$ cat config.mk
export PLATFORM = sky130hd
export DESIGN_NAME = ioctl_upload_server
export DESIGN_NICKNAME = d
export VERILOG_FILES = /design/src/rtl/ioctl_upload_server.sv
export SDC_FILE = /design/constraint.sdc
export NUM_CORES = 1
export LEC_CHECK = 0
export ABC_AREA = 1
export ABC_CLOCK_PERIOD_IN_PS = 1720
export BUFFER_PORTS_ARGS = -buffer_cell sky130_fd_sc_hd__clkbuf_2
export CELL_PAD_IN_SITES_DETAIL_PLACEMENT = 1
export CELL_PAD_IN_SITES_GLOBAL_PLACEMENT = 2
export CORE_MARGIN = 1
export CORE_UTILIZATION = 25
export CTS_CLUSTER_DIAMETER = 40
export CTS_CLUSTER_SIZE = 16
export DETAILED_ROUTE_END_ITERATION = 12
export PLACE_DENSITY = 0.73
export SETUP_SLACK_MARGIN = 0.15
export SYNTH_ARGS = -nofsm -noshare
export SYNTH_HDL_FRONTEND = slang
export SYNTH_SLANG_ARGS = --single-unit
$ cat constraint.sdc
create_clock -name clk_sys -period 1.72 [get_ports clk_sys]
set_input_delay 0.086 -clock clk_sys [delete_from_list [all_inputs] [get_ports clk_sys]]
set_output_delay 0.086 -clock clk_sys [all_outputs]
set_load 0.05 [all_outputs]
$ cat src/rtl/ioctl_upload_server.sv
// ============================================================================
// ioctl_upload_server
// Serves core save data (hiscore/NVRAM/DIP) to the HPS during an ioctl upload.
// Revision: 1.0
// ============================================================================
`timescale 1ns/1ps
`default_nettype none

module ioctl_upload_server #(
   parameter int          AW      = 16,
   parameter int          BASE    = 0,
   parameter int          LEN     = 256,
   parameter int          RAM_LAT = 2,
   parameter logic [7:0]  PAD     = 8'hFF
) (
   input  logic          clk_sys,
   input  logic          reset_n,
   input  logic          ioctl_upload,
   input  logic          ioctl_rd,
   input  logic [24:0]   ioctl_addr,
   output logic [7:0]    ioctl_din,
   output logic          ioctl_wait,
   output logic          pause_req,
   input  logic          pause_ack,
   output logic [AW-1:0] ram_addr,
   output logic          ram_rd,
   input  logic [7:0]    ram_q,
   output logic          busy,
   output logic          done
);

   localparam logic [1:0] S_IDLE  = 2'd0;
   localparam logic [1:0] S_PAUSE = 2'd1;
   localparam logic [1:0] S_READY = 2'd2;
   localparam logic [1:0] S_FETCH = 2'd3;

   localparam logic [2:0]    C_LAT  = 3'(RAM_LAT);
   localparam logic [25:0]   C_LEN  = 26'(LEN);
   localparam logic [AW-1:0] C_BASE = AW'(BASE);

   logic [1:0]    r_state, w_state_nxt;
   logic          r_upload_d;
   logic [2:0]    r_cnt, w_cnt_nxt;
   logic [7:0]    w_din_nxt;
   logic          w_wait_nxt, w_preq_nxt, w_rrd_nxt, w_done_nxt;
   logic [AW-1:0] w_raddr_nxt;
   logic          w_rise, w_in_range;

   assign w_rise     = ioctl_upload & ~r_upload_d;
   assign w_in_range = {1'b0, ioctl_addr} < C_LEN;

   always_ff @(posedge clk_sys or negedge reset_n) begin
      if (!reset_n) begin
         r_state    <= S_IDLE;
         r_upload_d <= 1'b0;
         r_cnt      <= 3'd0;
         ioctl_din  <= 8'd0;
         ioctl_wait <= 1'b0;
         pause_req  <= 1'b0;
         ram_addr   <= '0;
         ram_rd     <= 1'b0;
         busy       <= 1'b0;
         done       <= 1'b0;
      end else begin
         r_state    <= w_state_nxt;
         r_upload_d <= ioctl_upload;
         r_cnt      <= w_cnt_nxt;
         ioctl_din  <= w_din_nxt;
         ioctl_wait <= w_wait_nxt;
         pause_req  <= w_preq_nxt;
         ram_addr   <= w_raddr_nxt;
         ram_rd     <= w_rrd_nxt;
         busy       <= (w_state_nxt != S_IDLE);
         done       <= w_done_nxt;
      end
   end

   // Upload going low outranks every other event once a session is open.
   always_comb begin
      w_state_nxt = r_state;
      case (r_state)
         S_IDLE:  if (w_rise) w_state_nxt = S_PAUSE;
         S_PAUSE: if (!ioctl_upload) w_state_nxt = S_IDLE;
                  else if (pause_ack) w_state_nxt = S_READY;
         S_READY: if (!ioctl_upload) w_state_nxt = S_IDLE;
                  else if (ioctl_rd && w_in_range) w_state_nxt = S_FETCH;
         S_FETCH: if (!ioctl_upload) w_state_nxt = S_IDLE;
                  else if (r_cnt == 3'd1) w_state_nxt = S_READY;
         default: w_state_nxt = S_IDLE;
      endcase
   end

   always_comb begin
      w_din_nxt   = ioctl_din;
      w_wait_nxt  = ioctl_wait;
      w_preq_nxt  = pause_req;
      w_raddr_nxt = ram_addr;
      w_rrd_nxt   = 1'b0;
      w_done_nxt  = 1'b0;
      w_cnt_nxt   = r_cnt;
      if (r_state == S_IDLE) begin
         if (w_rise) begin
            w_preq_nxt = 1'b1;
            w_wait_nxt = 1'b1;
         end
      end else if (!ioctl_upload) begin
         w_preq_nxt = 1'b0;
         w_wait_nxt = 1'b0;
         w_done_nxt = 1'b1;
         w_cnt_nxt  = 3'd0;
      end else begin
         case (r_state)
            S_PAUSE: if (pause_ack) w_wait_nxt = 1'b0;
            S_READY: begin
               if (ioctl_rd) begin
                  if (w_in_range) begin
                     w_raddr_nxt = C_BASE + ioctl_addr[AW-1:0];
                     w_rrd_nxt   = 1'b1;
                     w_wait_nxt  = 1'b1;
                     w_cnt_nxt   = C_LAT;
                  end else begin
                     w_din_nxt = PAD;
                  end
               end
            end
            S_FETCH: begin
               w_cnt_nxt = r_cnt - 3'd1;
               if (r_cnt == 3'd1) begin
                  w_din_nxt  = ram_q;
                  w_wait_nxt = 1'b0;
               end
            end
            default: ;
         endcase
      end
   end

endmodule

`default_nettype wire

# Yosys cells after proc, flatten, opt, wreduce, memory -nomap -nowiden
# Cells that the tools add are included.
dict set report classes {
  add_sub_neg 1
  mul 0
  div_mod_pow 0
  order_cmp 1
  n_eq_ne 17
  n_shift 0
  mux 33
  bitwise_logic 3
  n_reduce_logical 9
}
# operator count
set ops {}
lappend ops {{25-bit by 9-bit < comparator with 1-bit output (second input constant)} 1}
lappend ops {{8-bit two-way mux} 3}
lappend ops {{1-bit two-way mux} 16}
lappend ops {{4-bit inequality test (second input constant)} 4}
lappend ops {{8-bit case mux with 2 select lines} 1}
lappend ops {{2-bit two-way mux} 7}
lappend ops {{6-bit AND reduction} 2}
lappend ops {{3-bit two-way mux} 3}
lappend ops {{2-bit inequality test (second input constant)} 4}
lappend ops {{2-bit case mux with 4 select lines} 1}
lappend ops {{3-bit inequality test (second input constant)} 2}
lappend ops {{3-bit case mux with 2 select lines} 1}
lappend ops {{5-bit by 1-bit inequality test with 1-bit output (second input constant)} 1}
lappend ops {{5-bit AND reduction} 1}
lappend ops {{2-bit equality test (second input constant)} 2}
lappend ops {{4-bit AND reduction} 1}
lappend ops {{2-bit nonzero test} 2}
lappend ops {{3-bit by 1-bit equality test with 1-bit output (second input constant)} 1}
lappend ops {{3-bit by 1-bit inequality test with 1-bit output (second input constant)} 1}
lappend ops {{1-bit case mux with 3 select lines} 1}
lappend ops {{3-bit by 1-bit subtractor with 3-bit output (second input constant)} 1}
lappend ops {{2-bit by 1-bit equality test with 1-bit output (second input constant)} 1}
lappend ops {{2-bit zero test} 1}
lappend ops {{2-bit by 1-bit inequality test with 1-bit output (second input constant)} 1}
lappend ops {{other kinds (4)} 5}
dict set report totals {
  register_bits 35
  latchBits 0
  mem_bits_rw 0
  rom_bits 0
  out_inout_bits 29
  word_cells 74
  memories 0
}

# Depth between registers and ports, before layout
# Gate-level depths: netlist (run 1).
dict set report logic_depth {
  word_depth 6
  ltp_mapped 9
  mapped_depth_nobuf 9
}

# Worst setup path before layout (run 1)
# No wires, ideal clock.
dict set report synth_path {
  kind {register to register}
  from {register r_state[0]}
  to {register ram_addr[6]}
  setup_ns 0.118
  arrival_ns 1.096
  required_time_ns 1.602
  slack_ns 0.506
  stages_incl_launch_ff 8
  n_path_buf 1
  period_less_slack_ns 1.214
  cell_sequence {dfrtp_1 > nor2_2 > nand2_1 > inv_2 > nand4_4 > buf_6 > nand2_1 > nand2_1}
}
dict set report synth_via {
  elab_chain_len 3
  word_cells_on_any_way 4
  cone_classes {eq/ne: 1; bitwise: 1; reduce/logical: 2}
}
# element line
set synth_lines {}
lappend synth_lines {{from (decl)} 41} ;# logic [1:0] r_state, w_state_nxt;
lappend synth_lines {{from (signal assigned)} 65} ;# r_state <= w_state_nxt;
lappend synth_lines {{2-bit zero test} 101} ;# if (r_state == S_IDLE) begin
lappend synth_lines {{1-bit NOT (no line)} n/a}
lappend synth_lines {{5-bit AND reduction (no line) *} n/a}
lappend synth_lines {{to (signal assigned)} 71} ;# ram_addr <= w_raddr_nxt;
lappend synth_lines {{to (decl)} 25} ;# output logic [AW-1:0] ram_addr,
# Mark *: on every way between the ends. The rest lies on a longest branch, timed or not.
# A chain may end at the register's enable or synchronous reset.

# Final worst setup path (run 1)
dict set report layout_path {
  from {register r_state[1]}
  to {register ioctl_din[0]}
}
dict set report layout_via {
  elab_chain_len 3
  word_cells_on_any_way 10
  cone_classes {eq/ne: 5; mux: 1; bitwise: 1; reduce/logical: 3}
}
# element line
set layout_lines {}
lappend layout_lines {{2-bit equality test / 2-bit zero test (equally long branches)} {112, 101}}
lappend layout_lines {{2-bit inequality test (no line) (tied with other cells)} n/a}
lappend layout_lines {{6-bit AND reduction (no line)} n/a}
lappend layout_lines {{to (signal assigned)} 68} ;# ioctl_din <= w_din_nxt;
lappend layout_lines {{to (decl)} 21} ;# output logic [7:0] ioctl_din,
# Several ways; a longest one is shown, not always the timed one.

==> metrics.txt, run 1 <==
outcome completed; 1st-pass router iterations 4; maxcap violations 0; first-pass GRT wire length 7070 um; post-synthesis async set-or-reset flop share 100%; Max Root-Sink Buffers 2; CP Capture Type flop; CP Class flop to flop; largest net degree at the start of global routing 19; PwrDens 1390 nW/um^2; Clk pin slew, worst setup/hold paths 0.07 ns; top cells by area, synth dfrtp_1 (56%), nand2_1 (18%), inv_1 (5.3%); root buf cell clkbuf_8; gr ovfl total 0; # nets final 315; FF+latch count, synth 35; CTS sink cnt 35; most common library cells after synthesis nand2_1 (75), dfrtp_1 (35), inv_1 (22), nor2_1 (17), nand3_1 (11); vias in the first global route 1530; DIE WIDTH 81.1 um; HPWL after detailed placement 3200 um; RSZ-0062 raised after global routing no; fin crit share 80.4%; Max FO, Critical Path 10; Die Area 6570 sq um; leakage 1.34 nW; I/O Buffers 66; Post-synth EDFFs 0; Routed Wire Length 4170 um; IO Count 67; post-DR wirelength/cell 11.9 um; post-synth top area share 56.0%; max-slew violations 0; cell taking the most area after synthesis dfrtp_1; Layout area overhead 43.7%; number of buffers created by CTS 5; initial antenna violation count 0; Hold WC Path Type primary input to flop; peak supply drop 0.619 mV; Vias/cell 4.18; row count 28; die height 81.1 um; Post-synth top flop dfrtp_1; Fin Clk Skew 0.00223 ns; DRC Markers 0; post-synthesis cell count 189; Max Clock Freq 723 MHz; relative slew slack 80.0%; top-count cell post-synth nand2_1; Ant. Diodes 0; sequential area share after synthesis 56.0%; H-tree Lvls 2; clk_lat worst skew 0.29 ns; Core ar. 5990 sq um; post-synthesis net count 229; Yosys Warn Count 0; Synth Cell Area 1560 sq um; vias 1467; setup_tns 0 ns; CTS resizes 0; Distinct cells, synth 18; violation count after the first detailed-route iteration 27; filler cell count in the final layout 747; Fin. Hold Viols 0; CTS tree done; Syn Area/Cell 8.27 sq um; GPL Wtd Cong 0.762; Starting Density 26.1%; share of cells above drive strength 1 35.1%; Worst Max-Slew Pin Slew 0.302 ns; Startpoint Class flop; worst hold slack 0.00830 ns; final setup fails 0; worst path required time 1.90 ns; Worst Path Arrival 1.57 ns; post-route ant nets 0; GR Util All Layers 14.6%; minimum clock period 1.38 ns
-- flip-flops by register name (all words and copies together) (netlist names) --
register and count:
r_cnt 3, done 1, ioctl_din 8, ram_addr 16, busy 1, pause_req 1, ram_rd 1, r_upload_d 1
ioctl_wait 1, r_state 2
-- timing repair --
item / in CTS / in global routing
hold endpoints to repair: 42 / 0
buffers inserted: 0 / 4
setup endpoints to repair: 0 / 8
hold buffers: 8 / 0
-- power breakdown --
part	internal [mW]	leakage [nW]	switching (mW)	total [mW]
clock	0.580	0.0654	0.307	0.887
sequential	1.00	0.461	0.102	1.10
combinational	0.293	0.814	0.845	1.14
total	1.87	1.34	1.25	3.13
-- final timing paths --
kind                                          startpoint                       end  slack, ns  cells after the start
worst max register to register      r_state[1]$_DFF_PN0_  ioctl_din[0]$_DFFE_PN0P_       0.34                      7
worst max-delay path                r_state[1]$_DFF_PN0_  ioctl_din[0]$_DFFE_PN0P_       0.34                      7
min in group asynchronous                        reset_n  ioctl_din[7]$_DFFE_PN0P_       0.14                      2
worst min-delay path                       ioctl_addr[1]   ram_addr[1]$_DFFE_PN0P_      0.008                      3
worst min register to register  ioctl_din[6]$_DFFE_PN0P_  ioctl_din[6]$_DFFE_PN0P_       0.47                      2
max in group asynchronous                        reset_n      r_state[1]$_DFF_PN0_       1.12                      3
-- metrics by stage --
step / cell area (sq um) / util, % / total power [mW] / instances / worst slack (ns)
after global placement: 1990 / 33.2 / 2.25 / 331 / 0.332
after CTS: 2200 / 36.8 / 3.18 / 347 / 0.229
after detailed placement: 1990 / 33.2 / 2.26 / 331 / 0.246
after floorplan: 1560 / - / 1.94 / 189 / 0.506
after global routing: 2250 / 37.5 / 3.34 / 351 / 0.158
final: 2250 / 37.5 / 3.13 / 351 / 0.337
-- worst max-delay path, cell delays in order (launching register included) --
cell and delay [ns]:
dfrtp_1 0.41, nand2_1 0.21, inv_1 0.13, nand3_1 0.08, nand2_2 0.20, nand2_4 0.12
nand2_1 0.08, nand2_1 0.04
-- cell families after synthesis --
| family | share of synthesized area, % |
|---|---|
| buffers and inverters | 7.05 |
| XOR/XNOR | 0.561 |
| AO/OA/AOI/OAI | 1.92 |
| AND/OR/NAND/NOR | 32.8 |
| adder cells (fa/ha/maj) | 1.60 |
| flip-flops | 56.0 |
-- placed cells by master, fill, tap and decap left out, types with 4 or more instances in the layout --
master	instances
inv_1	22
clkbuf_8	5
o21ai_0	4
clkbuf_2	66
nand2_1	75
dlygate4sd3_1	8
buf_4	5
nor2_1	17
or2_2	8
dfrtp_1	35
nand3_1	11
-- metal layers --
metal / share of wire (%) / GRT usage [%] / vias to the layer above
met5: 0 / 0 / -
met4: 1.4 / 4.82 / 0
met3: 5.5 / 4.49 / 5
met2: 48 / 24.4 / 37
met1: 46 / 17.8 / 688
li1: - / - / 737
-- area by class of cell --
class	count	area [sq um]	share of cell area, %
clock buffer	6	72.6	3.23
clock inverter	2	60.1	2.67
inverter	26	98.8	4.40
multi-input combinational	127	577	25.7
sequential	35	876	39.0
tap	75	93.8	4.18
timing repair buffer	80	468	20.8
Power figures use the tool's default switching activity.
==> run 2, diff against run 1 <==
- ABC_CLOCK_PERIOD_IN_PS: 1720 -> 1400
- clock period: 1.72 -> 1.4 ns (I/O delays scaled with it)
==> run 2 against run 1 <==
  * Critical path type unchanged
  * Sequential power rose by 26%
  * Critical path depth did not move
  * Die area did not move
  * Largest power group unchanged
==> metrics.txt, run 2 (synthesis gave the netlist of run 1 again) <==
DRC Markers 0; Layout area overhead 58.1%; post-route ant nets 0; Max Clock Freq 766 MHz; path depth of the worst reg2reg path 7; violation count after the first detailed-route iteration 50; peak supply drop 0.821 mV; Ant. Diodes 0; 1st-pass router iterations 4; RR Startpoint r_state[0]$_DFF_PN0_; leading cell type in the layout, fill and taps excluded clkbuf_2; fin util 41.2%; relative slew slack 66.6%; Fin Clk Skew 0.00468 ns; vias 1498; HPWL after detailed placement 3090 um; outcome completed; Max Root-Sink Buffers 2; Internal 2.45 mW; Crit path max-delay family flip-flops; worst path required time 1.58 ns; Largest Register ram_addr; share of cells above drive strength 1 46.1%; CP most frequent cell nand2_4; Setup WS pre-CTS 0.127 ns; Core ar. 5990 sq um; number of buffers created by CTS 5; worst hold path stage count 1; max-slew violations 0; initial antenna violation count 0; clock network power share 26.1%; minimum clock period 1.31 ns; Worst Path Arrival 1.48 ns; setup ws final 0.0949 ns; first-pass GRT wire length 6990 um; Sw Share 40.5%; R2R setup slack 0.09 ns; Worst Max-Slew Pin Slew 0.501 ns; worst hold start ioctl_upload; Pwr Total 4.11 mW; CTS tree done; die height 81.1 um; H-tree Lvls 2; fin area 2470 sq um; Max FO, Critical Path 4; crit-path cells nor2_4 > buf_4 > nand2_4 > nand2_4 > clkinvlp_4 > nand3_2 > nand2_1; Starting Density 26.1%; root buf cell clkbuf_8; RSZ-0062 raised after global routing yes; Hold EP r_upload_d$_DFF_PN0_; Vias/cell 4.20; leakage 1.39 nW; dpl cell area 2020 sq um; Layout Cells excl Fill 357; Die Area 6570 sq um; register share of total power 33.7%; I/O Buffers 66; GPL Wtd Cong 0.777; buffer and inverter count on the worst path 2; CP Capture Type flop; gr ovfl total 0; CTS sink cnt 35; Post-Place Cells 332; vias in the first global route 1552; crit path max-delay cell type dfrtp_2; fin crit share 93.2%; Routed Wire Length 4340 um; FF-to-FF End ioctl_din[6]$_DFFE_PN0P_; Largest regs ram_addr x16, ioctl_din x8, r_cnt x3; Net Sw Power 1.66 mW; PwrDens 1660 nW/um^2; Hold WC Path Type primary input to flop; maxcap violations 0; commonest cells after routing, fill and taps aside clkbuf_2 (66), nand2_1 (61), dfrtp_1 (33); max FFs per register 16; DIE WIDTH 81.1 um; final setup fails 0; # nets final 321; CP Class flop to flop; row count 28; Fin. Hold Viols 0; Clk pin slew, worst setup/hold paths 0.07 ns; post-DR wirelength/cell 12.1 um; largest net degree at the start of global routing 20; part of the power in combinational logic 40.2%; worst stage delay on the critical path 0.46 ns; Startpoint Class flop; GR Util All Layers 14.4%; clk_lat worst skew 0.28 ns; IO Count 67
[run 2: per-layer routing]
metal / vias to the layer above / track usage [%] / routed length (um) / part of all wire, %
met3: 6 / 4.27 / 176 / 4.1
met5: - / 0 / 0 / 0
met1: 702 / 17.2 / 1930 / 45
met2: 39 / 24.5 / 2170 / 50
met4: 0 / 4.82 / 62 / 1.4
li1: 751 / - / - / -
[run 2: per-stage QoR]
stage	TNS, ns	hold slack (ns)
floorplan	0	-0.226
global placement	0	0.0469
detailed placement	0	0.0636
CTS	0	0.00751
global route	-0.00552	0.0481
finish	0	0.0440
[run 2: how the worst max path moves through the flow]
stage,cells after the start,to,from,slack [ns]
4_1_cts,8,ram_addr[0]$_DFFE_PN0P_,r_state[1]$_DFF_PN0_,0.12
3_5_place_dp,8,ram_addr[2]$_DFFE_PN0P_,r_state[1]$_DFF_PN0_,0.13
6_report,7,ioctl_din[6]$_DFFE_PN0P_,r_state[0]$_DFF_PN0_,0.09
3_3_place_gp,7,ioctl_din[1]$_DFFE_PN0P_,r_cnt[1]$_DFFE_PN0P_,0.14
5_1_grt,9,r_cnt[2]$_DFFE_PN0P_,r_state[1]$_DFF_PN0_,-0.006
2_1_floorplan,7,ram_addr[6]$_DFFE_PN0P_,r_state[0]$_DFF_PN0_,0.19
[run 2: timing repair]
item,CTS,global route
endpoints found under the hold margin,24,0
resized for setup,2,44
hold buffers,9,0
pin swaps,0,12
cloned,0,1
setup endpoints to repair,27,30
buffers inserted,0,7
[run 2: power groups by stage]
stage / Clock, mW / Combinational (mW) / Sequential [mW]
global route: 1.14 / 1.80 / 1.42
global placement: 0 / 1.39 / 1.38
CTS: 1.11 / 1.44 / 1.36
floorplan: 0 / 0.430 / 1.96
finish: 1.07 / 1.65 / 1.39
detailed placement: 0 / 1.41 / 1.37
[run 2: area by class of cell]
cell class / count / area, sq um
fillers: 746 / 3520
flip-flops and latches: 35 / 878
multi-input cells: 127 / 708
repair buffers: 85 / 544
inverters: 26 / 106
well taps: 75 / 93.8
clock buffers: 6 / 72.6
clock inverters: 2 / 60.1
repair inverters: 1 / 7.51
[run 2: worst register-to-register path: stages, from the launching register on]
cell and delay [ns]:
dfrtp_2 0.46, nor2_4 0.13, buf_4 0.13, nand2_4 0.06, nand2_4 0.12, clkinvlp_4 0.15, nand3_2 0.10, nand2_1 0.05
